<file path="src/rtl/pu_riscv_pmachk_arb.sv">
// pu_riscv_pmachk_arb
//   Shares one combinational PMA checker between the instruction-fetch and
//   data-memory requesters. A request is accepted in IDLE (round-robin on a
//   tie), its attributes are latched and presented to the checker for exactly
//   one CHECK cycle, and the captured result is held in RESP until the
//   consumer takes it. flush_i abandons any in-flight check.
//
// Ports
//   clk_i, rst_ni            clock, asynchronous active-low reset
//   flush_i                  abort in-flight check / block acceptance
//   if_req_i/if_ack_o        fetch request / accept, with if_adr_i, if_size_i
//   dm_req_i/dm_ack_o        data request / accept, with dm_adr_i, dm_size_i,
//                            dm_lock_i, dm_we_i, dm_misaligned_i
//   rsp_valid_o/rsp_ready_i  response handshake; rsp_port_o names the owner
//   rsp_*_o                  registered checker results
//   chk_*_o                  request to the shared checker
//   chk_*_i                  combinational checker results
module pu_riscv_pmachk_arb #(
  parameter int XLEN = 64,
  parameter int PLEN = 64
) (
  input  logic            clk_i,
  input  logic            rst_ni,
  input  logic            flush_i,

  input  logic            if_req_i,
  output logic            if_ack_o,
  input  logic [PLEN-1:0] if_adr_i,
  input  logic [2:0]      if_size_i,

  input  logic            dm_req_i,
  output logic            dm_ack_o,
  input  logic [PLEN-1:0] dm_adr_i,
  input  logic [2:0]      dm_size_i,
  input  logic            dm_lock_i,
  input  logic            dm_we_i,
  input  logic            dm_misaligned_i,

  output logic            rsp_valid_o,
  input  logic            rsp_ready_i,
  output logic            rsp_port_o,
  output logic [13:0]     rsp_pma_o,
  output logic            rsp_exception_o,
  output logic            rsp_misaligned_o,
  output logic            rsp_cache_o,
  output logic            rsp_ext_o,
  output logic            rsp_tcm_o,

  output logic            chk_req_o,
  output logic            chk_instruction_o,
  output logic            chk_lock_o,
  output logic            chk_we_o,
  output logic            chk_misaligned_o,
  output logic [PLEN-1:0] chk_adr_o,
  output logic [2:0]      chk_size_o,

  input  logic [13:0]     chk_pma_i,
  input  logic            chk_exception_i,
  input  logic            chk_misaligned_i,
  input  logic            chk_cache_i,
  input  logic            chk_ext_i,
  input  logic            chk_tcm_i
);

  // XLEN carries no logic here; reject nonsensical values at elaboration.
  if (XLEN != 32 && XLEN != 64) begin : g_xlen_chk
    $error("pu_riscv_pmachk_arb: XLEN must be 32 or 64");
  end

  typedef enum logic [1:0] {IDLE, CHECK, RESP} state_t;

  state_t          state_q, state_d;
  logic            last_grant_q, last_grant_d;  // 0 = fetch, 1 = data
  logic            port_q, port_d;
  logic [PLEN-1:0] adr_q, adr_d;
  logic [2:0]      size_q, size_d;
  logic            lock_q, lock_d;
  logic            we_q, we_d;
  logic            mis_q, mis_d;
  logic            instr_q, instr_d;

  logic [13:0]     rsp_pma_q, rsp_pma_d;
  logic            rsp_exc_q, rsp_exc_d;
  logic            rsp_mis_q, rsp_mis_d;
  logic            rsp_cache_q, rsp_cache_d;
  logic            rsp_ext_q, rsp_ext_d;
  logic            rsp_tcm_q, rsp_tcm_d;

  always_comb begin
    state_d      = state_q;
    last_grant_d = last_grant_q;
    port_d       = port_q;
    adr_d        = adr_q;
    size_d       = size_q;
    lock_d       = lock_q;
    we_d         = we_q;
    mis_d        = mis_q;
    instr_d      = instr_q;
    rsp_pma_d    = rsp_pma_q;
    rsp_exc_d    = rsp_exc_q;
    rsp_mis_d    = rsp_mis_q;
    rsp_cache_d  = rsp_cache_q;
    rsp_ext_d    = rsp_ext_q;
    rsp_tcm_d    = rsp_tcm_q;
    if_ack_o     = 1'b0;
    dm_ack_o     = 1'b0;

    case (state_q)
      IDLE: begin
        // The acks are combinational, so they are qualified with rst_ni to
        // keep every output low while reset is held.
        if (rst_ni && !flush_i) begin
          // Fetch wins when alone, or on a tie when data was granted last.
          if (if_req_i && (!dm_req_i || last_grant_q)) begin
            if_ack_o     = 1'b1;
            state_d      = CHECK;
            last_grant_d = 1'b0;
            port_d       = 1'b0;
            adr_d        = if_adr_i;
            size_d       = if_size_i;
            lock_d       = 1'b0;
            we_d         = 1'b0;
            mis_d        = 1'b0;
            instr_d      = 1'b1;
          end else if (dm_req_i) begin
            dm_ack_o     = 1'b1;
            state_d      = CHECK;
            last_grant_d = 1'b1;
            port_d       = 1'b1;
            adr_d        = dm_adr_i;
            size_d       = dm_size_i;
            lock_d       = dm_lock_i;
            we_d         = dm_we_i;
            mis_d        = dm_misaligned_i;
            instr_d      = 1'b0;
          end
        end
      end
      CHECK: begin
        // A flushed check is dropped without touching the result registers.
        if (flush_i) begin
          state_d = IDLE;
        end else begin
          state_d     = RESP;
          rsp_pma_d   = chk_pma_i;
          rsp_exc_d   = chk_exception_i;
          rsp_mis_d   = chk_misaligned_i;
          rsp_cache_d = chk_cache_i;
          rsp_ext_d   = chk_ext_i;
          rsp_tcm_d   = chk_tcm_i;
        end
      end
      RESP: begin
        if (flush_i || rsp_ready_i) state_d = IDLE;
      end
      default: state_d = IDLE;
    endcase
  end

  always_ff @(posedge clk_i or negedge rst_ni) begin
    if (!rst_ni) begin
      state_q      <= IDLE;
      last_grant_q <= 1'b1;
      port_q       <= 1'b0;
      adr_q        <= '0;
      size_q       <= '0;
      lock_q       <= 1'b0;
      we_q         <= 1'b0;
      mis_q        <= 1'b0;
      instr_q      <= 1'b0;
      rsp_pma_q    <= '0;
      rsp_exc_q    <= 1'b0;
      rsp_mis_q    <= 1'b0;
      rsp_cache_q  <= 1'b0;
      rsp_ext_q    <= 1'b0;
      rsp_tcm_q    <= 1'b0;
    end else begin
      state_q      <= state_d;
      last_grant_q <= last_grant_d;
      port_q       <= port_d;
      adr_q        <= adr_d;
      size_q       <= size_d;
      lock_q       <= lock_d;
      we_q         <= we_d;
      mis_q        <= mis_d;
      instr_q      <= instr_d;
      rsp_pma_q    <= rsp_pma_d;
      rsp_exc_q    <= rsp_exc_d;
      rsp_mis_q    <= rsp_mis_d;
      rsp_cache_q  <= rsp_cache_d;
      rsp_ext_q    <= rsp_ext_d;
      rsp_tcm_q    <= rsp_tcm_d;
    end
  end

  // Checker request fields stay at their latched values outside CHECK.
  assign chk_req_o         = (state_q == CHECK);
  assign chk_instruction_o = instr_q;
  assign chk_lock_o        = lock_q;
  assign chk_we_o          = we_q;
  assign chk_misaligned_o  = mis_q;
  assign chk_adr_o         = adr_q;
  assign chk_size_o        = size_q;

  assign rsp_valid_o       = (state_q == RESP);
  assign rsp_port_o        = port_q;
  assign rsp_pma_o         = rsp_pma_q;
  assign rsp_exception_o   = rsp_exc_q;
  assign rsp_misaligned_o  = rsp_mis_q;
  assign rsp_cache_o       = rsp_cache_q;
  assign rsp_ext_o         = rsp_ext_q;
  assign rsp_tcm_o         = rsp_tcm_q;

endmodule

</file>
<file path="config.mk">
export PLATFORM = sky130hd
export DESIGN_NAME = pu_riscv_pmachk_arb
export DESIGN_NICKNAME = d
export VERILOG_FILES = /design/src/rtl/pu_riscv_pmachk_arb.sv
export SDC_FILE = /design/constraint.sdc
export NUM_CORES = 1
export LEC_CHECK = 0
export CORE_ASPECT_RATIO = 0.75
export CORE_MARGIN = 2
export CORE_UTILIZATION = 34
export CTS_BUF_LIST = sky130_fd_sc_hd__clkbuf_8
export DETAILED_ROUTE_END_ITERATION = 8
export PLACE_DENSITY = 0.81
export SETUP_SLACK_MARGIN = 0.3
export SYNTH_ARGS = -nofsm -noshare
export SYNTH_HDL_FRONTEND = slang
export SYNTH_SLANG_ARGS = --single-unit
export TNS_END_PERCENT = 50
</file>
<file path="constraint.sdc">
create_clock -name clk_i -period 1.6 [get_ports clk_i]
set_input_delay 0.32 -clock clk_i [delete_from_list [all_inputs] [get_ports clk_i]]
set_output_delay 0.32 -clock clk_i [all_outputs]
set_load 0.005 [all_outputs]
</file>
---- After elaboration in Yosys (flattened, before gate mapping) ----
Index checks and enable logic that the tools add are counted.
cells by class
  equal/unequal tests ..................... 5
  mux-type cells .......................... 27
  bitwise operators ....................... 1
  reduce and logical (&&, ||, !) cells .... 11
operators with widths
  operator            count
  $mux 64             2
  $mux 1              17
  $mux 2              5
  $mux 3              2
  $pmux 2 s3          1
  $reduce_and 3->1    2
  $ne 3x3->1 const B  1
  $eq 2x1->1 const B  1
  $eq 2x2->1 const B  1
  $logic_and 1x1->1   2
  $logic_not 1->1     2
  $logic_not 2->1     1
  $logic_or 1x1->1    2
  $ne 2x1->1 const B  1
  $ne 2x2->1 const B  1
  $reduce_and 2->1    1
  $reduce_bool 2->1   1
  $not 1->1           1
storage, ports and cells
  register bits ........................... 94
  input port bits ......................... 162
  output and inout bits ................... 95
  logic and storage cells ................. 59

---- Logic depth before layout (Yosys ltp) ----
Gate-level depths: netlist of the first run.
  depth after elaboration ................. 6
  depth in mapped cells ................... 7
  gate-level depth less buffers ........... 4

---- Worst setup path before layout of the first run ----
No wires, ideal clock.
  path kind ............................... reg-to-output
  start point ............................. register state_q[0]
  end point ............................... output if_ack_o
  arrival ................................. 1.336 ns
  required time ........................... 1.280 ns
  setup slack ............................. -0.056 ns
  stages on the path, launching flop included .. 3
  path buffers ............................ 0
  cell sequence ........................... dfrtp_1 -> or4b_2 -> nor3_1
on the way
  longest elaborated chain between the ends .. 2
RTL lines
  item                    RTL line  text
  from (decl)             72        state_t state_q, state_d;
  from (signal assigned)  178       state_q <= state_d;
  $logic_not 2->1         108       case (state_q)
  $mux 1                  108
  to (decl)               27        output logic if_ack_o,
No other way between the ends.

---- Worst setup path in the final report of the first run ----
  start point ............................. register state_q[1]
  end point ............................... output dm_ack_o
on the way
  longest elaborated chain between the ends .. 2
RTL lines
  item             RTL line  text
  $logic_not 2->1  108
  $mux 1           108
  to (decl)        32        output logic dm_ack_o,
No other way between the ends.

==> results of run 1 <==
## registers in the layout, indices dropped and copies added, names as in the netlist, 2 cells and up
signal / flops
chk_adr_o: 64
state_q: 2
chk_size_o: 3
rsp_pma_o: 14
## critical path: cells and delay by family, from the launching register on
family	cells	cell delay (ns)
buffers and inverters	1	0.12
flip-flops	1	0.41
AND/OR/NAND/NOR	2	0.69
## cell families (layout without fill, tap and decap cells)
kind of cell	after synthesis	after routing	share of synthesized area, %
buffers and inverters	42	352	4.90
multiplexers	19	19	5.21
AO/OA/AOI/OAI	144	144	30.5
flip-flops	94	94	57.3
AND/OR/NAND/NOR	12	12	2.13
## layout by cell type, fill, tap and decap left out, types with 4 or more instances in the layout
cell type	Yosys	layout
buf_12	0	18
buf_16	0	13
a2bb2oi_2	0	66
buf_4	2	30
clkbuf_2	0	19
o32ai_1	67	45
mux2_4	0	19
clkdlybuf4s50_1	0	159
dfrtp_1	93	93
buf_2	11	73
buf_6	3	12
clkbuf_16	0	4
clkbuf_8	0	9
o32ai_2	0	22
## power by group through the flow
stage | sequential [uW] | clock [uW] | combinational (uW)
after CTS | 3330 | 1630 | 3330
after floorplan | 3330 | 0 | 1110
final | 3360 | 1590 | 3370
after global routing | 3420 | 1730 | 3560
after global placement | 3290 | 0 | 3020
after detailed placement | 3310 | 0 | 3070
## stage by stage
stage / hold slack, ns / area [um2] / total power, uW / util (%) / TNS, ns
after floorplan: 0.0244 / 4370 / 4440 / - / 0
after global placement: 0.484 / 7200 / 6310 / 61.5 / -28.90
after detailed placement: 0.489 / 7200 / 6380 / 61.5 / -34.70
after CTS: 0.158 / 8240 / 8300 / 70.4 / -12.64
after global routing: 0.205 / 8350 / 8710 / 71.4 / -23.04
final: 0.168 / 8350 / 8320 / 71.4 / -18.54
## worst min path at each step
stage               slack, ns          endpoint  cells after the start             start
floorplan                0.02      chk_adr_o[0]                      0            rst_ni
global placement         0.48        chk_lock_o                      1        chk_lock_o
detailed placement       0.49  chk_misaligned_o                      1  chk_misaligned_o
CTS                      0.16        state_q[0]                      3            rst_ni
global route             0.21     chk_adr_o[31]                      3            rst_ni
finish                   0.17        state_q[1]                      3            rst_ni
## per-layer routing
metal  vias to the layer above  part of all wire, %  GRT usage, %
met5                         -                    0             0
met4                         0                 0.88          4.58
met3                        20                  7.7          7.21
met2                       189                   49          43.7
met1                      2168                   43          32.9
li1                       1905                    -             -
## layout make-up
type                       count  area, um2  share of cell area (%)
timing repair buffer         333       3300                    39.5
sequential                    94       2350                    28.2
multi-input combinational    175       2290                    27.4
tap                          162        203                    2.43
clock buffer                   9        124                    1.48
clock inverter                 7       73.8                   0.884
inverter                       3       16.3                   0.195
## what timing repair did
| item | 4_1_cts | 5_1_grt |
|---|---|---|
| gates resized for setup | 449 | 41 |
| pin swaps | 4 | 4 |
| setup endpoints to repair | 188 | 167 |
| cloned | 13 | 5 |
| setup buffers | 27 | 5 |
==> tab_implementation.tex, run 1 <==
\begin{tabular}{lr}
\hline
Metric & Value \\
\hline
\multicolumn{2}{l}{\textbf{Floorplan}} \\
Rows & 34 \\
Die boundary width & between 100 and 150 um \\
CORE AREA & approximately 12000 um2 \\
Die outline area & about 13000 um2 \\
Overall die height & between 90 and 100 um \\
Number of ports placed on the die boundary & about 260 \\
Starting density of the core & 35.1\% \\
\multicolumn{2}{l}{\textbf{Critical path}} \\
Reg-to-Reg End & chk\_adr\_o[60] \\
Endpoint type of the worst setup path & primary output \\
Worst setup startpoint & state\_q[1] \\
Signal arrival time at the worst endpoint & around 1.6 ns \\
End point of the critical path & dm\_ack\_o \\
Reg-to-reg slack, setup & -0.27 ns \\
Data required time of the critical path & approximately 1.3 ns \\
Critical path peak fanout & 2 \\
Maximum cell stage delay along the critical path & 0.56 ns \\
Slowest stage cell, crit path & or4b\_4 \\
Reg-to-Reg Start & state\_q[1] \\
Ordered cell list for the critical path & or4b\_4 > nor2\_4 > buf\_2 \\
Reg2reg path depth & 9 \\
Start-to-end type of the worst setup path & register to primary output \\
Type of element launching the critical path & register \\
\multicolumn{2}{l}{\textbf{Power}} \\
Power density normalized to cell area & roughly 1000 nW/um2 \\
Net Switching & around 2600 uW \\
Sequential share of power & roughly 40\% \\
Clock power frac & between 10\% and 20\% \\
Lkg Pwr & between 0.003 and 0.004 uW \\
IR drop worst, VDD & between 0.0007 and 0.0008 V \\
Proportion of total power due to net switching & between 30\% and 40\% \\
Combinational cell fraction of total power & approximately two fifths \\
Int Power & between 5000 and 6000 uW \\
\multicolumn{2}{l}{\textbf{STA}} \\
Final hold violation count & 0 \\
Fmax achieved & 0.527 GHz \\
RSZ-0062 raised after global routing & true \\
Transition time at the pin with the least slew margin & between 0.5 and 0.6 ns \\
Skew final & $\sim$0.0067 ns \\
Portion of the clock cycle consumed by the worst path in the final layout & 119\% \\
Number of endpoints failing setup at the final stage & slightly below 100 \\
Min Clock Period, post-route & 1.90 ns \\
Number of max-slew violations in the final report & 0 \\
Worst Slack Setup Final & -0.299 ns \\
Slew headroom & 60.5\% \\
\multicolumn{2}{l}{\textbf{Yosys}} \\
Largest area contributor in the synthesized netlist & dfrtp\_1 \\
Leading post-synthesis cells by instance count & 93 x dfrtp\_1, 67 x a2bb2oi\_1, 67 x o32ai\_1 \\
Number of enable-type register cells in the synthesized netlist & 0 \\
Warning count from the yosys run & 0 \\
Sequential fraction of the synthesis area & 57.3\% \\
Post-Syn Area & between 4000 and 5000 um2 \\
Cell types with the largest area share after synthesis & dfrtp\_1 57\%, a2bb2oi\_1 14\%, o32ai\_1 14\% \\
Library cells used by synthesis & 27 \\
Nets in the synthesized netlist & roughly 470 \\
Post-synth ARST share & 100\% \\
Synthesized netlist cell count & $\sim$310 \\
Dominant cell by count in the synthesized netlist & dfrtp\_1 \\
Synth Flop Type & dfrtp\_1 \\
Number of flip-flops and latches in the synthesized netlist & 94 \\
Area fraction of the dominant cell type after synthesis & a little under three fifths \\
Mean post-synth cell area & 13.2 um2 \\
\multicolumn{2}{l}{\textbf{Layout}} \\
Share of final-layout standard cells stronger than drive strength 1 & roughly 51\% \\
Count of inserted antenna diode cells & 0 \\
Area growth from synthesis to layout & 103\% \\
Net count of the finished layout & around 780 \\
Post-route insts no fill & a little under 800 \\
\# fillers & 768 \\
\multicolumn{2}{l}{\textbf{Drt}} \\
DR pass1 iterations & 4 \\
Routed wire length & roughly 18000 um \\
Number of vias per cell & about 5.5 \\
Residual DRC count & 0 \\
DR iter-0 viols & slightly above 200 \\
Wire length per cell after detailed routing & 22.5 um \\
Antenna Violating Nets Remaining & 0 \\
Total number of vias & $\sim$4300 \\
\multicolumn{2}{l}{\textbf{GRT}} \\
Maximum number of pins on one net before global-route repair & 51 \\
Global-route wire length before repair & 25400 um \\
Number of antenna violations at the first check in global routing & 0 \\
Grt ovf & 0 \\
Vias in the first global route & between 4000 and 5000 \\
Global-route usage over all layers & 25.6\% \\
\multicolumn{2}{l}{\textbf{Clock tree}} \\
Max Root-Sink Buffers & 2 \\
Root buffer cell & clkbuf\_8 \\
CTS clk-pin slew, worst paths & around 0.09 ns \\
Clock tree from TritonCTS & yes \\
Total clock buffers created by CTS & 9 \\
Total of hold buffers inserted after clock tree synthesis & 0 \\
Clock latency of the later-clocked register in the worst-skew pair & between 0.3 and 0.4 ns \\
Sink Count & 94 \\
Total number of H-tree levels & 3 \\
\multicolumn{2}{l}{\textbf{Status}} \\
Violations in the final reports & setup timing \\
Outcome & finished, violations left \\
\multicolumn{2}{l}{\textbf{Run}} \\
Maximum Capacitance Violations & 0 \\
\multicolumn{2}{l}{\textbf{Placed design}} \\
Cell total after placement & 717 \\
HPWL after detailed placement & about 10000 um \\
Placer's final routability congestion estimate & between 0.7 and 0.8 \\
Post-Place Worst Slack & -0.699 ns \\
\# port buffers & around 260 \\
\multicolumn{2}{l}{\textbf{Worst hold path}} \\
Class of the tightest hold or removal check & primary input to async pin \\
\hline
\end{tabular}
Note: power is estimated with default switching activity, not from simulation.
==> inputs of run 2 (changes only) <==
--- a/config.mk
+++ b/config.mk
@@ -9,9 +9,11 @@
 export CORE_MARGIN = 2
 export CORE_UTILIZATION = 34
 export CTS_BUF_LIST = sky130_fd_sc_hd__clkbuf_8
+export CTS_CLUSTER_DIAMETER = 80
 export DETAILED_ROUTE_END_ITERATION = 8
 export PLACE_DENSITY = 0.81
 export SETUP_SLACK_MARGIN = 0.3
+export SLEW_MARGIN = 20
 export SYNTH_ARGS = -nofsm -noshare
 export SYNTH_HDL_FRONTEND = slang
 export SYNTH_SLANG_ARGS = --single-unit
==> results of run 2 <==
Same layout as run 1: the final DEF is identical, and so are final timing and power.
==> inputs of run 3 (changes only) <==
--- a/config.mk
+++ b/config.mk
@@ -11,7 +11,7 @@
 export CTS_BUF_LIST = sky130_fd_sc_hd__clkbuf_8
 export CTS_CLUSTER_DIAMETER = 80
 export DETAILED_ROUTE_END_ITERATION = 8
-export PLACE_DENSITY = 0.81
+export PLACE_DENSITY = 0.88
 export SETUP_SLACK_MARGIN = 0.3
 export SLEW_MARGIN = 20
 export SYNTH_ARGS = -nofsm -noshare
==> tab_implementation.tex, run 3 (synthesized netlist as in run 1, its figures left out) <==
\begin{tabular}{lr}
\hline
Metric & Value \\
\hline
\multicolumn{2}{l}{\textbf{STA}} \\
Min Clock Period, post-route & 1.89 ns (was 1.90 ns) \\
Slew headroom & 48.7\% (was 60.5\%) \\
Portion of the clock cycle consumed by the worst path in the final layout & 118\% (was 119\%) \\
Final total negative setup slack & -8.39 ns (was -18.54 ns) \\
Transition time at the pin with the least slew margin & 0.770 ns (was 0.592 ns) \\
Final hold violation count & 0 (unchanged) \\
Number of endpoints failing setup at the final stage & 76 (was 97) \\
Skew final & 0.0111 ns (was 0.00670 ns) \\
Number of max-slew violations in the final report & 0 (unchanged) \\
Worst Slack Setup Final & -0.289 ns (was -0.299 ns) \\
Worst hold-check slack & 0.241 ns (was 0.168 ns) \\
RSZ-0062 raised after global routing & true (unchanged) \\
Fmax achieved & 0.529 GHz (was 0.527 GHz) \\
\multicolumn{2}{l}{\textbf{GRT}} \\
Vias in the first global route & 4360 (was 4594) \\
Grt ovf & 0 (unchanged) \\
Maximum number of pins on one net before global-route repair & 86 (was 51) \\
Global-route wire length before repair & 22700 um (was 25400 um) \\
Number of antenna violations at the first check in global routing & 0 (unchanged) \\
Global-route usage over all layers & 22.3\% (was 25.6\%) \\
\multicolumn{2}{l}{\textbf{Worst hold path}} \\
Class of the tightest hold or removal check & primary input to async pin (unchanged) \\
\multicolumn{2}{l}{\textbf{Drt}} \\
Residual DRC count & 0 (unchanged) \\
Antenna Violating Nets Remaining & 0 (unchanged) \\
DR iter-0 viols & 137 (was 204) \\
DR pass1 iterations & 4 (unchanged) \\
Total number of vias & 4208 (was 4282) \\
Routed wire length & 17200 um (was 17600 um) \\
Number of vias per cell & 5.49 (was 5.47) \\
Wire length per cell after detailed routing & 22.4 um (was 22.5 um) \\
\multicolumn{2}{l}{\textbf{Power}} \\
Clock power frac & 21.7\% (was 19.1\%) \\
Sequential share of power & 38.7\% (was 40.4\%) \\
Combinational cell fraction of total power & 39.5\% (was 40.5\%) \\
Lkg Pwr & 0.00360 uW (was 0.00336 uW) \\
IR drop worst, VDD & 0.000674 V (was 0.000794 V) \\
Int Power & 6190 uW (was 5750 uW) \\
Power density normalized to cell area & 1030 nW/um2 (was 995 nW/um2) \\
Proportion of total power due to net switching & 28.5\% (was 30.8\%) \\
Net Switching & 2470 uW (was 2560 uW) \\
\multicolumn{2}{l}{\textbf{Layout}} \\
Number of flip-flops in the largest register & 64 (unchanged) \\
Share of the core filled with cells in the final layout & 71.6\% (was 71.4\%) \\
Leading cell type in the layout, fill and taps excluded & clkdlybuf4s50\_1 (unchanged) \\
Count of inserted antenna diode cells & 0 (unchanged) \\
Post-Layout Inst Area & 8370 um2 (was 8350 um2) \\
\# fillers & 767 (was 768) \\
Net count of the finished layout & 763 (was 778) \\
Highest-count cells in the layout ignoring fill and taps & 160 x clkdlybuf4s50\_1, 93 x dfrtp\_1, 67 x a2bb2oi\_2 (was 159 x clkdlybuf4s50\_1, 93 x dfrtp\_1, 73 x buf\_2) \\
Area growth from synthesis to layout & 104\% (was 103\%) \\
Share of final-layout standard cells stronger than drive strength 1 & 39.8\% (was 50.6\%) \\
\multicolumn{2}{l}{\textbf{Placed design}} \\
Post-placement cell area & 7140 um2 (was 7200 um2) \\
\# port buffers & 256 (unchanged) \\
HPWL after detailed placement & 10300 um (was 10200 um) \\
Placer's final routability congestion estimate & 0.749 (was 0.751) \\
\multicolumn{2}{l}{\textbf{Run}} \\
Maximum Capacitance Violations & 0 (unchanged) \\
\multicolumn{2}{l}{\textbf{Floorplan}} \\
CORE AREA & 11700 um2 (unchanged) \\
Overall die height & 99.2 um (unchanged) \\
Starting density of the core & 35.1\% (unchanged) \\
Die outline area & 13000 um2 (unchanged) \\
Rows & 34 (unchanged) \\
Number of ports placed on the die boundary & 257 (unchanged) \\
Die boundary width & 131 um (unchanged) \\
\multicolumn{2}{l}{\textbf{Clock tree}} \\
Clock tree from TritonCTS & yes (unchanged) \\
Root buffer cell & clkbuf\_8 (unchanged) \\
Max Root-Sink Buffers & 2 (unchanged) \\
Total number of H-tree levels & 3 (unchanged) \\
CTS clk-pin slew, worst paths & 0.09 ns (about the same) \\
Total clock buffers created by CTS & 9 (unchanged) \\
Clock latency of the later-clocked register in the worst-skew pair & 0.36 ns (was 0.35 ns) \\
Sink Count & 94 (unchanged) \\
\multicolumn{2}{l}{\textbf{Critical path}} \\
Worst setup startpoint & flush\_i (was state\_q[1]) \\
Reg-to-Reg Start & state\_q[1] (unchanged) \\
Start-to-end type of the worst setup path & primary input to primary output (was register to primary output) \\
Data required time of the critical path & 1.28 ns (about the same) \\
Endpoint type of the worst setup path & primary output (unchanged) \\
Critical path peak fanout & 2 (unchanged) \\
Type of element launching the critical path & primary input (was register) \\
Signal arrival time at the worst endpoint & 1.57 ns (was 1.58 ns) \\
\multicolumn{2}{l}{\textbf{Status}} \\
Violations in the final reports & setup timing (unchanged) \\
Outcome & finished, violations left (unchanged) \\
\hline
\end{tabular}
[run 3: cell types whose count changed in the layout (fill, tap and decap cells not counted), sizes merged]
| cell | before | now |
|---|---|---|
| clkinv | 5 | 2 |
| buf | 149 | 94 |
| dlygate4sd3 | 0 | 1 |
| dlymetal6s2s | 1 | 54 |
| clkbuf | 32 | 19 |
| clkdlybuf4s15 | 1 | 0 |
| clkdlybuf4s50 | 159 | 160 |
| bufinv | 1 | 3 |
| clkinvlp | 1 | 0 |
[run 3: routing by layer]
metal | up-vias | part of all wire, % | GRT usage [%]
li1 | 1865 | - | -
met1 | 2094 | 40 | 26.1
met2 | 211 | 49 | 39.0
met3 | 38 | 8.0 | 7.32
met4 | 0 | 2.3 | 6.79
met5 | - | 0 | 0
[run 3: final cells by class]
type / instances / area [um2] / share of cell area (%)
flip-flops and latches: 94 / 2350 / 28.1
clock inverters: 5 / 98.8 / 1.18
clock buffers: 10 / 138 / 1.64
inverters: 3 / 16.3 / 0.194
well taps: 162 / 203 / 2.42
multi-input cells: 175 / 2260 / 27.0
repair buffers: 318 / 3300 / 39.4
[run 3: repair_timing]
| action | 4_1_cts | 5_1_grt |
|---|---|---|
| setup endpoints to repair | 188 | 153 |
| endpoints found under the hold margin | 9 | 0 |
| buffers inserted | 17 | 7 |
| pin swaps | 2 | 4 |
| cloned | 2 | 11 |
| hold buffers | 1 | 0 |
| resized for setup | 177 | 149 |
[run 3: power groups by stage]
| stage | clock (uW) | sequential (uW) | combinational (uW) |
|---|---|---|---|
| after floorplan | 0 | 3330 | 1110 |
| after global placement | 0 | 3290 | 2940 |
| after detailed placement | 0 | 3320 | 3020 |
| after CTS | 1930 | 3290 | 3040 |
| after global routing | 2020 | 3420 | 3610 |
| final | 1880 | 3350 | 3420 |
[run 3: worst paths after layout]
check | endpoint | slack [ns] | cells after the start
worst max-delay path | if_ack_o | -0.29 | 4
worst min-delay path | chk_adr_o[25] | 0.24 | 3
worst max register to register | chk_size_o[0] | -0.16 | 9
worst min register to register | chk_we_o | 0.51 | 1
max in group asynchronous | rsp_pma_o[0] | 0.74 | 3
min in group clk_i | chk_we_o | 0.51 | 1
[run 3: critical path, cell delays in order]
cell,delay [ns]
clkdlybuf4s50_1,0.44
or4b_4,0.58
nor3_2,0.11
buf_2,0.13
[run 3: stage by stage]
step | power (uW) | instances | setup slack, ns
after floorplan | 4440 | 311 | 0.186
after global placement | 6230 | 714 | -0.669
after detailed placement | 6340 | 714 | -0.659
after CTS | 8260 | 749 | -0.311
after global routing | 9050 | 767 | -0.331
final | 8660 | 767 | -0.289
